**src/rtl/tft_pkg.sv**
```systemverilog
// tft_pkg: shared palette colours, pattern encoding and panel geometry defaults for the TFT test-pattern blocks
package tft_pkg;
  localparam int H_ACTIVE_DEF = 480;
  localparam int V_ACTIVE_DEF = 272;
  typedef enum logic [1:0] {PAT_BARS, PAT_SOLID, PAT_GRID, PAT_GRAD} pat_e;
  localparam logic [15:0] BLACK  = 16'h0000;
  localparam logic [15:0] BLUE   = 16'h001F;
  localparam logic [15:0] RED    = 16'hF800;
  localparam logic [15:0] PURPLE = 16'hF81F;
  localparam logic [15:0] GREEN  = 16'h07E0;
  localparam logic [15:0] CYAN   = 16'h07FF;
  localparam logic [15:0] YELLOW = 16'hFFE0;
  localparam logic [15:0] WHITE  = 16'hFFFF;
  localparam logic [15:0] PALETTE [8] = '{BLACK, BLUE, RED, PURPLE, GREEN, CYAN, YELLOW, WHITE};
  function automatic logic [15:0] palette(input logic [2:0] idx);
    return PALETTE[idx];
  endfunction
endpackage

```
**src/rtl/tft_pat_gen.sv**
```systemverilog
// tft_pat_gen: combinational RGB565 pixel for (pat_id, color_idx, hcount, vcount) -> pix, zero outside the active area
module tft_pat_gen import tft_pkg::*; #(
  parameter int H_ACTIVE = H_ACTIVE_DEF,
  parameter int V_ACTIVE = V_ACTIVE_DEF
) (
  input  pat_e        pat_id,
  input  logic [2:0]  color_idx,
  input  logic [9:0]  hcount,
  input  logic [9:0]  vcount,
  output logic [15:0] pix
);
  localparam logic [9:0] H_END = 10'(H_ACTIVE);
  localparam logic [9:0] V_END = 10'(V_ACTIVE);
  logic [2:0] bar;
  logic       grid_on;
  always_comb begin
    bar = 3'(hcount / 10'd60);
    grid_on = hcount[3:0] == 4'd0 || vcount[3:0] == 4'd0 ||
              hcount == H_END - 10'd1 || vcount == V_END - 10'd1;
    pix = (hcount >= H_END || vcount >= V_END) ? BLACK :
          pat_id == PAT_BARS  ? palette(bar) :
          pat_id == PAT_SOLID ? palette(color_idx) :
          pat_id == PAT_GRID  ? (grid_on ? WHITE : BLACK) :
          {hcount[8:4], vcount[8:3], 5'd0};
  end
endmodule

```
**src/rtl/tft_pattern_sched.sv**
```systemverilog
// tft_pattern_sched: frame-synchronous test-pattern scheduler; in clk/rst/hcount/vcount/pause/next_req, out registered disp_data, pat_id, frame_tick
module tft_pattern_sched import tft_pkg::*; #(
  parameter int H_ACTIVE       = H_ACTIVE_DEF,
  parameter int V_ACTIVE       = V_ACTIVE_DEF,
  parameter int FRAMES_PER_PAT = 120,
  parameter int SOLID_STEP     = 16
) (
  input  logic        clk,
  input  logic        rst,
  input  logic [9:0]  hcount,
  input  logic [9:0]  vcount,
  input  logic        pause,
  input  logic        next_req,
  output logic [15:0] disp_data,
  output logic [1:0]  pat_id,
  output logic        frame_tick
);
  localparam int DW = $clog2(FRAMES_PER_PAT);
  localparam int SW = SOLID_STEP > 1 ? $clog2(SOLID_STEP) : 1;
  localparam logic [DW-1:0] DWELL_LAST = DW'(FRAMES_PER_PAT - 1);
  localparam logic [SW-1:0] STEP_LAST = SW'(SOLID_STEP - 1);
  localparam logic [9:0] V_FB = 10'(V_ACTIVE);
  logic          at_fb_q, at_fb_d;
  logic          frame_tick_q, frame_tick_d;
  logic          next_pend_q, next_pend_d;
  pat_e          pat_q, pat_d;
  logic [DW-1:0] dwell_q, dwell_d;
  logic [SW-1:0] step_q, step_d;
  logic [2:0]    color_q, color_d;
  logic [15:0]   disp_q, disp_d;
  logic [15:0]   pix;
  logic          pend, adv, run, solid_run, step_wrap;
  tft_pat_gen #(.H_ACTIVE(H_ACTIVE), .V_ACTIVE(V_ACTIVE)) u_gen (
    .pat_id(pat_q),
    .color_idx(color_q),
    .hcount(hcount),
    .vcount(vcount),
    .pix(pix)
  );
  always_comb begin
    at_fb_d = vcount == V_FB && hcount == 10'd0;
    frame_tick_d = at_fb_d && !at_fb_q;
    pend = next_pend_q || next_req;
    adv = frame_tick_q && (pend || (!pause && dwell_q == DWELL_LAST));
    run = frame_tick_q && !adv && !pause;
    solid_run = run && pat_q == PAT_SOLID;
    step_wrap = step_q == STEP_LAST;
    next_pend_d = pend && !adv;
    pat_d = adv ? pat_e'(pat_q + 2'd1) : pat_q;
    dwell_d = adv ? '0 : run ? dwell_q + DW'(1) : dwell_q;
    step_d = adv ? '0 : solid_run ? (step_wrap ? '0 : step_q + SW'(1)) : step_q;
    color_d = adv ? 3'd0 : (solid_run && step_wrap) ? color_q + 3'd1 : color_q;
    disp_d = pix;
  end
  always_ff @(posedge clk or posedge rst) begin
    if (rst) begin
      at_fb_q      <= 1'b0;
      frame_tick_q <= 1'b0;
      next_pend_q  <= 1'b0;
      pat_q        <= PAT_BARS;
      dwell_q      <= '0;
      step_q       <= '0;
      color_q      <= 3'd0;
      disp_q       <= 16'h0000;
    end else begin
      at_fb_q      <= at_fb_d;
      frame_tick_q <= frame_tick_d;
      next_pend_q  <= next_pend_d;
      pat_q        <= pat_d;
      dwell_q      <= dwell_d;
      step_q       <= step_d;
      color_q      <= color_d;
      disp_q       <= disp_d;
    end
  end
  assign disp_data  = disp_q;
  assign pat_id     = pat_q;
  assign frame_tick = frame_tick_q;
endmodule

```
**config.mk**
```make
export PLATFORM = sky130hd
export DESIGN_NAME = tft_pattern_sched
export DESIGN_NICKNAME = d
export VERILOG_FILES = /design/src/rtl/tft_pkg.sv /design/src/rtl/tft_pat_gen.sv /design/src/rtl/tft_pattern_sched.sv
export SDC_FILE = /design/constraint.sdc
export NUM_CORES = 1
export LEC_CHECK = 0
export BUFFER_PORTS_ARGS = -buffer_cell sky130_fd_sc_hd__buf_4
export CAP_MARGIN = 15
export CORE_ASPECT_RATIO = 1.1
export CORE_MARGIN = 2
export CORE_UTILIZATION = 49
export CTS_BUF_LIST = sky130_fd_sc_hd__clkbuf_4 sky130_fd_sc_hd__clkbuf_8 sky130_fd_sc_hd__clkbuf_16
export CTS_CLUSTER_DIAMETER = 120
export DETAILED_ROUTE_END_ITERATION = 10
export GPL_TIMING_DRIVEN = 0
export PLACE_DENSITY = 0.76
export SYNTH_ARGS = -nofsm -noshare
export SYNTH_HDL_FRONTEND = slang
export SYNTH_HIERARCHICAL = 1
export SYNTH_SLANG_ARGS = --single-unit
```
**constraint.sdc**
```tcl
create_clock -name clk -period 1.47 [get_ports clk]
set_input_delay 0.294 -clock clk [delete_from_list [all_inputs] [get_ports clk]]
set_output_delay 0.294 -clock clk [all_outputs]
set_load 0.01 [all_outputs]
```
==> results of run 1 <==
[power groups by stage]
| stage | logic [mW] | registers, mW | clock network [mW] |
|---|---|---|---|
| 6_report | 0.277 | 0.981 | 0.766 |
| 3_3_place_gp | 0.237 | 0.999 | 0 |
| 5_1_grt | 0.304 | 0.981 | 0.823 |
| 4_1_cts | 0.266 | 0.981 | 0.790 |
| 2_1_floorplan | 0.123 | 1.00 | 0 |
| 3_5_place_dp | 0.249 | 0.999 | 0 |
[routing by layer]
metal,GRT usage (%),share of wire [%]
met3,4.45,4.8
met4,8.04,1.6
met5,0,0
met1,29.1,43
met2,35.4,50
[through the flow]
step	cell area (um^2)	hold WS (ns)	utilization, %	setup TNS, ns
floorplan	2040	0.385	-	-4.21
global placement	2420	0.407	61.5	-14.45
detailed placement	2450	0.407	62.2	-12.33
CTS	2750	0.185	69.8	-4.73
global route	2880	0.236	73.2	-6.16
finish	2880	0.168	73.2	-4.46
[cell families (layout without fill, tap and decap cells)]
family                   Yosys count  count (layout)
AND/OR/NAND/NOR                   71              71
AO/OA/AOI/OAI                     62              62
flip-flops                        35              35
buffers and inverters             21              84
XOR/XNOR                          10              10
adder cells (fa/ha/maj)            5               5
multiplexers                       3               3
[layout make-up]
type | instances | area, um^2 | area share [%]
multi-input cells | 151 | 1240 | 43.2
flip-flops and latches | 35 | 877 | 30.5
repair buffers | 57 | 478 | 16.6
clock buffers | 8 | 104 | 3.61
plain buffers | 10 | 77.6 | 2.69
well taps | 52 | 65.1 | 2.26
inverters | 9 | 33.8 | 1.17
[worst max-delay path by stage]
| stage | cells past startpoint | to | slack [ns] | from |
|---|---|---|---|---|
| after floorplan | 7 | disp_data[1] | -0.27 | vcount[4] |
| after global placement | 8 | disp_data[3] | -0.63 | vcount[4] |
| after detailed placement | 8 | disp_data[4] | -0.63 | vcount[4] |
| after CTS | 8 | disp_data[4] | -0.23 | vcount[4] |
| after global routing | 9 | disp_data[6] | -0.31 | vcount[4] |
| final | 9 | disp_data[5] | -0.27 | vcount[4] |
[cell usage in the layout, fill, tap and decap left out, types with 2 or more instances in the layout]
cell / n
a21o_1: 2
mux2i_1: 3
or3_1: 2
a21oi_2: 16
ha_1: 2
clkbuf_8: 7
o211ai_1: 3
o21ai_1: 2
nor4b_1: 2
nor4b_4: 2
inv_1: 9
a41o_1: 2
o21ai_2: 3
nand2_1: 19
nor4_1: 5
nor2_1: 11
dfrtp_1: 34
a31oi_1: 3
and3_1: 2
xor2_1: 7
xnor2_1: 2
a21oi_1: 6
buf_4: 52
buf_6: 11
buf_2: 2
or3_4: 3
o21ai_0: 9
nand3_1: 8
a21oi_4: 2
nor2_2: 2
[state kept, by name, indices dropped and copies added, names as in the netlist]
| name | cells |
|---|---|
| at_fb_q | 1 |
| disp_data | 16 |
| color_q | 3 |
| step_q | 4 |
| pat_id | 2 |
| next_pend_q | 1 |
| frame_tick | 1 |
| dwell_q | 7 |
[timing repair]
action                                  4_1_cts  5_1_grt
gates cloned                                  2        0
gates resized for setup                      28       25
buffers inserted                             11        1
endpoints found under the setup margin       32       32
pin swaps                                    10       15
==> impl_metrics.yaml, run 1 <==
status:
  outcome: "finished with violations"
  violations: "setup timing"
final_layout:
  fill_cells: 269
  stdcell_count: 322
  areaGrowthSynthToFinish_pct: 45.4
  drive_above_1_share_pct: 45.6
  nNetsFinal: 297
  antenna_cells: 0
critical_path:
  path_delay_family: "simple AND/OR/NAND/NOR gates"
  r2r_cells: 7
  cpPeakStageDelay_ns: 0.55
  worstPathCellList: "buf_6 > or4_4 > nor4b_4 > a41oi_2 > a21oi_2 > buf_4 > nor2b_4 > buf_6 > a21oi_2"
  regToRegStartpoint: "pat_id[0]"
  rrSetupSlack_ns: -0.16
  cp_slowest_cell: "or4_4"
  critical_path_buf_inv_count: 3
  worstSetupPathType: "primary input to register"
  cp-end-kind: "register"
  crit_fanout: 5
  cp-start-kind: "primary input"
  r2r-end: "disp_data[1]"
  arrival_ns: 1.95
  required_ns: 1.68
power:
  power_frac_clock_pct: 37.8
  power.switching_mw: 0.481
  total_power_mw: 2.02
  p_comb_share_pct: 13.7
  seq_power_share_pct: 48.5
  switching_share_pct: 23.8
  worst_ir_drop_vdd_mv: 0.346
  power.density_nw_per_um2: 703
  p_leak_nw: 1.37
  p_int_mw: 1.54
synthesis:
  synth_top_area_share_pct: 44.2
  synthXorXnorAreaFrac_pct: 4.42
  synth_top_family_by_area: "compound AO/OA/AOI/OAI gates"
  ys_ff_latch: 35
  syn_avg_cell_area_um2: 9.56
  synth_warnings: 6
  synthTopCellsByCount: "35 x dfrtp_1, 22 x a21oi_1, 21 x nand2_1"
  synthMuxAreaShare_pct: 1.52
  ys_top_cells_by_area: "dfrtp_1 44%, a21oi_1 5.6%, nand2_1 4.0%"
  syn-num-nets: 235
  synth_compound_area_share_pct: 21.5
  synth_fa_ha_area_share_pct: 3.03
  yosysTopAreaCell: "dfrtp_1"
  async_flop_share_pct: 100
  syn_inst: 207
  synth_ff_type: "dfrtp_1"
  yosysUniqueCellTypes: 51
  synth_area_um2: 1980
  yosysSeqAreaShare_pct: 44.2
  synth-simple-area-share_pct: 19.7
  synth_most_common_cell: "dfrtp_1"
  synth_edf_count: 0
cts:
  clkTransAtPathRegs_ns: 0.07
  cts_buffer_depth: 2
  clock-root-buffer: "clkbuf_8"
  hold_buffers: 0
  cts_buffers: 5
  cts_tree: "yes"
  insertion_delay_ns: 0.29
  cts_max_level: 2
  cts.sinks: 35
global_routing:
  grt_first_pass_wirelength_um: 7800
  grt_start_max_net_pins: 20
  grt_pass1_vias: 1687
  antenna_found_initial: 0
  grt_usage_pct: 21.9
  grt-ovfl-total: 0
placement:
  portBuffers: 42
  dp_hpwl_um: 3350
  dp_cells: 302
  place_congestion: 0.824
  pre_cts_ws_ns: -0.631
floorplan:
  die_y_um: 70.7
  die-area_um2: 4560
  die_width_um: 64.6
  row_count: 24
  initial_core_util_pct: 50.3
  ioPinCount: 43
  core_um2: 3930
sta:
  fin_ws_ns: -0.271
  min_period_ns: 1.74
  final.setup_skew_ns: 0.00823
  rsz0062_at_grt: "true"
  worstMarginPinSlew_ns: 0.810
  slew_headroom_pct: 45.9
  finalCritPeriodShare_pct: 118
  max_freq_mhz: 574
  setup_viol: 30
  hold_viol: 0
  slew_viol_final: 0
route:
  drc: 0
  dr.pass1.iters: 4
  vias_per_cell: 5.74
  drt_iter0_markers: 134
  wirelength_um: 4970
  ant_nets: 0
  wire_per_inst_um: 15.4
  vias: 1848
job:
  maxCapViolations: 0
hold_path:
  hold_class: "primary input to asynchronous set/reset pin"
No activity file was read; power rests on OpenSTA's default activity.
==> run 2: changes to the inputs <==
--- a/config.mk
+++ b/config.mk
@@ -10,12 +10,12 @@
 export CORE_ASPECT_RATIO = 1.1
 export CORE_MARGIN = 2
-export CORE_UTILIZATION = 49
+export CORE_UTILIZATION = 48
 export CTS_BUF_LIST = sky130_fd_sc_hd__clkbuf_4 sky130_fd_sc_hd__clkbuf_8 sky130_fd_sc_hd__clkbuf_16
 export CTS_CLUSTER_DIAMETER = 120
 export DETAILED_ROUTE_END_ITERATION = 10
 export GPL_TIMING_DRIVEN = 0
-export PLACE_DENSITY = 0.76
+export HOLD_SLACK_MARGIN = 0.06
+export PLACE_DENSITY = 0.75
 export SYNTH_ARGS = -nofsm -noshare
 export SYNTH_HDL_FRONTEND = slang
-export SYNTH_HIERARCHICAL = 1
 export SYNTH_SLANG_ARGS = --single-unit
==> constraint.sdc (replaced) <==
create_clock -name clk -period 1.47 [get_ports clk]
set_input_delay 0.0735 -clock clk [delete_from_list [all_inputs] [get_ports clk]]
set_output_delay 0.0735 -clock clk [all_outputs]
set_load 0.01 [all_outputs]
==> impl_metrics.yaml, run 2 <==
status:
  outcome: "finished with violations"
  violations: "setup timing"
synthesis:
  synth_most_common_cell: "dfrtp_1"
  yosysTopAreaCell: "dfrtp_1"
  synthTopCellsByCount: "31 x dfrtp_1, 19 x nand2_1, 17 x nor2_1"
  syn_avg_cell_area_um2: 9.26
  synth_edf_count: 0
  synth_ff_type: "dfrtp_1"
  yosysUniqueCellTypes: 48
  ys_top_cells_by_area: "dfrtp_1 41%, o21ai_0 4.3%, ha_1 4.0%"
  synth_area_um2: 1880
  synth_top_area_share_pct: 41.3
  yosysSeqAreaShare_pct: 41.3
  syn_inst: 203
  synth_warnings: 0
  syn-num-nets: 233
  ys_ff_latch: 31
  async_flop_share_pct: 100
floorplan:
  ioPinCount: 43
  initial_core_util_pct: 50.6
  die_width_um: 63.7
  core_um2: 3710
  die-area_um2: 4430
  die_y_um: 69.6
  row_count: 23
critical_path:
  cpPeakStageDelay_ns: 0.41
  rrSetupSlack_ns: -0.27
  crit_fanout: 3
  cp_slowest_cell: "dfrtp_1"
  regToRegStartpoint: "next_pend_q"
  cp-end-kind: "register"
  worstPathCellList: "nor4b_4 > buf_4 > buf_6 > o21ai_4 > or3_1 > xor2_1 > nor2_1"
  r2r-end: "dwell_q[6]"
  worstSetupPathType: "register to register"
  crit_start: "next_pend_q"
  cp-start-kind: "register"
  arrival_ns: 1.92
  required_ns: 1.65
  r2r_cells: 7
sta:
  setup_viol: 27
  min_period_ns: 1.74
  fin_ws_ns: -0.268
  slew_headroom_pct: 64.1
  hold_slack_ns: 0.116
  final.setup_skew_ns: 0.00494
  slew_viol_final: 0
  rsz0062_at_grt: "true"
  finalCritPeriodShare_pct: 118
  hold_viol: 0
  max_freq_mhz: 575
  worstMarginPinSlew_ns: 0.532
global_routing:
  grt_first_pass_wirelength_um: 8160
  grt_start_max_net_pins: 25
  grt_pass1_vias: 1777
  antenna_found_initial: 0
  use_met3_pct: 3.90
  grt_usage_pct: 23.2
  use_met1_pct: 28.8
  busiest_layer: "met2"
  grtUsageMet2_pct: 39.2
  grt-ovfl-total: 0
route:
  vias: 1888
  wire_per_inst_um: 17.6
  dr.pass1.iters: 4
  wirelength_um: 5760
  drc: 0
  vias_per_cell: 5.76
  drt_iter0_markers: 153
  ant_nets: 0
power:
  total_power_mw: 1.78
  power.density_nw_per_um2: 619
  worst_ir_drop_vdd_mv: 0.382
  p_leak_nw: 1.30
final_layout:
  nNetsFinal: 308
  antenna_cells: 0
  areaGrowthSynthToFinish_pct: 52.8
  final_cell_mix: "66 x buf_4, 30 x dfrtp_1, 17 x nand2_1, 14 x nor2_1, 8 x a21oi_2"
  largest_reg_flops: 12
  mostFrequentLayoutCell: "buf_4"
  drive_above_1_share_pct: 48.6
  postLayoutCellArea_um2: 2870
hold_path:
  hp-start: "hcount[4]"
  worstHoldEndpoint: "disp_data[11]"
  hold_class: "primary input to register"
  hold_depth: 3
placement:
  dpl-instance-area_um2: 2340
  dp_hpwl_um: 3090
  portBuffers: 38
  place_congestion: 0.834
cts:
  insertion_delay_ns: 0.29
  cts_max_level: 2
  cts_buffers: 5
  cts_tree: "yes"
  cts.sinks: 31
  cts_buffer_depth: 2
  clock-root-buffer: "clkbuf_8"
  clkTransAtPathRegs_ns: 0.07
job:
  maxCapViolations: 0
run 2: changes by cell type in the layout (fill, tap and decap cells not counted), sizes merged, moves of 5 or more:
cell / previous run / this run
o21ai: 14 / 19
buf: 66 / 77
a21oi: 24 / 12
nand4: 1 / 8
o21bai: 0 / 5
nor2b: 1 / 7
run 2: layout make-up:
type                       count  area, um^2
clock inverter                 1        5.00
tap                           50        62.6
multi-input combinational    152        1250
buffer                        11        83.8
inverter                       8        37.5
clock buffer                   6        82.6
timing repair buffer          69         576
sequential                    31         777
fill                         226         841
run 2: report_power, final:
part	switching (mW)	internal, mW	leakage [nW]
combinational	0.129	0.104	0.837
clock	0.314	0.367	0.0470
sequential	0.00217	0.861	0.413
total	0.445	1.33	1.30
run 2: repair_timing:
action	CTS	global route
setup endpoints to repair	28	28
pin swaps	12	14
resized for setup	29	19
gates cloned	1	1
hold endpoints to repair	8	0
buffers inserted	19	8
hold buffers	2	0
run 2: cells by family (layout without fill, tap and decap cells):
family | after synthesis | in the layout | share of synthesized area, %
buffers and inverters | 20 | 95 | 5.39
multiplexers | 1 | 1 | 0.533
XOR/XNOR | 10 | 10 | 4.66
AO/OA/AOI/OAI | 56 | 56 | 21.2
AND/OR/NAND/NOR | 79 | 79 | 22.9
adder cells (fa/ha/maj) | 6 | 6 | 3.99
flip-flops | 31 | 31 | 41.3
run 2: worst max-delay path, delay by kind of cell (launching register included):
kind | cells | cell delay [ns]
buffers and inverters | 2 | 0.32
AND/OR/NAND/NOR | 3 | 0.68
flip-flops | 1 | 0.41
XOR/XNOR | 1 | 0.16
AO/OA/AOI/OAI | 1 | 0.05
run 2: worst max-delay path by stage:
stage	to	slack (ns)	cells after the start
finish	dwell_q[6]	-0.27	7
global route	dwell_q[6]	-0.28	7
CTS	dwell_q[6]	-0.11	6
detailed placement	step_q[3]	-0.22	4
global placement	step_q[3]	-0.20	4
floorplan	dwell_q[6]	-0.08	5
run 2: routing by layer:
layer | up-vias | part of all wire [%] | wire length, um
li1 | 884 | - | -
met1 | 930 | 42 | 2390
met2 | 63 | 52 | 2980
met3 | 11 | 4.6 | 265
met4 | 0 | 2.1 | 123
met5 | - | 0 | 0
run 2: metrics by stage:
step | setup slack [ns] | instances | TNS [ns] | util [%]
floorplan | -0.0780 | 203 | -0.603 | -
global placement | -0.204 | 291 | -3.17 | 62.4
detailed placement | -0.222 | 292 | -3.91 | 63.2
CTS | -0.111 | 320 | -1.10 | 73.3
global route | -0.282 | 328 | -4.79 | 77.4
finish | -0.268 | 328 | -3.53 | 77.4
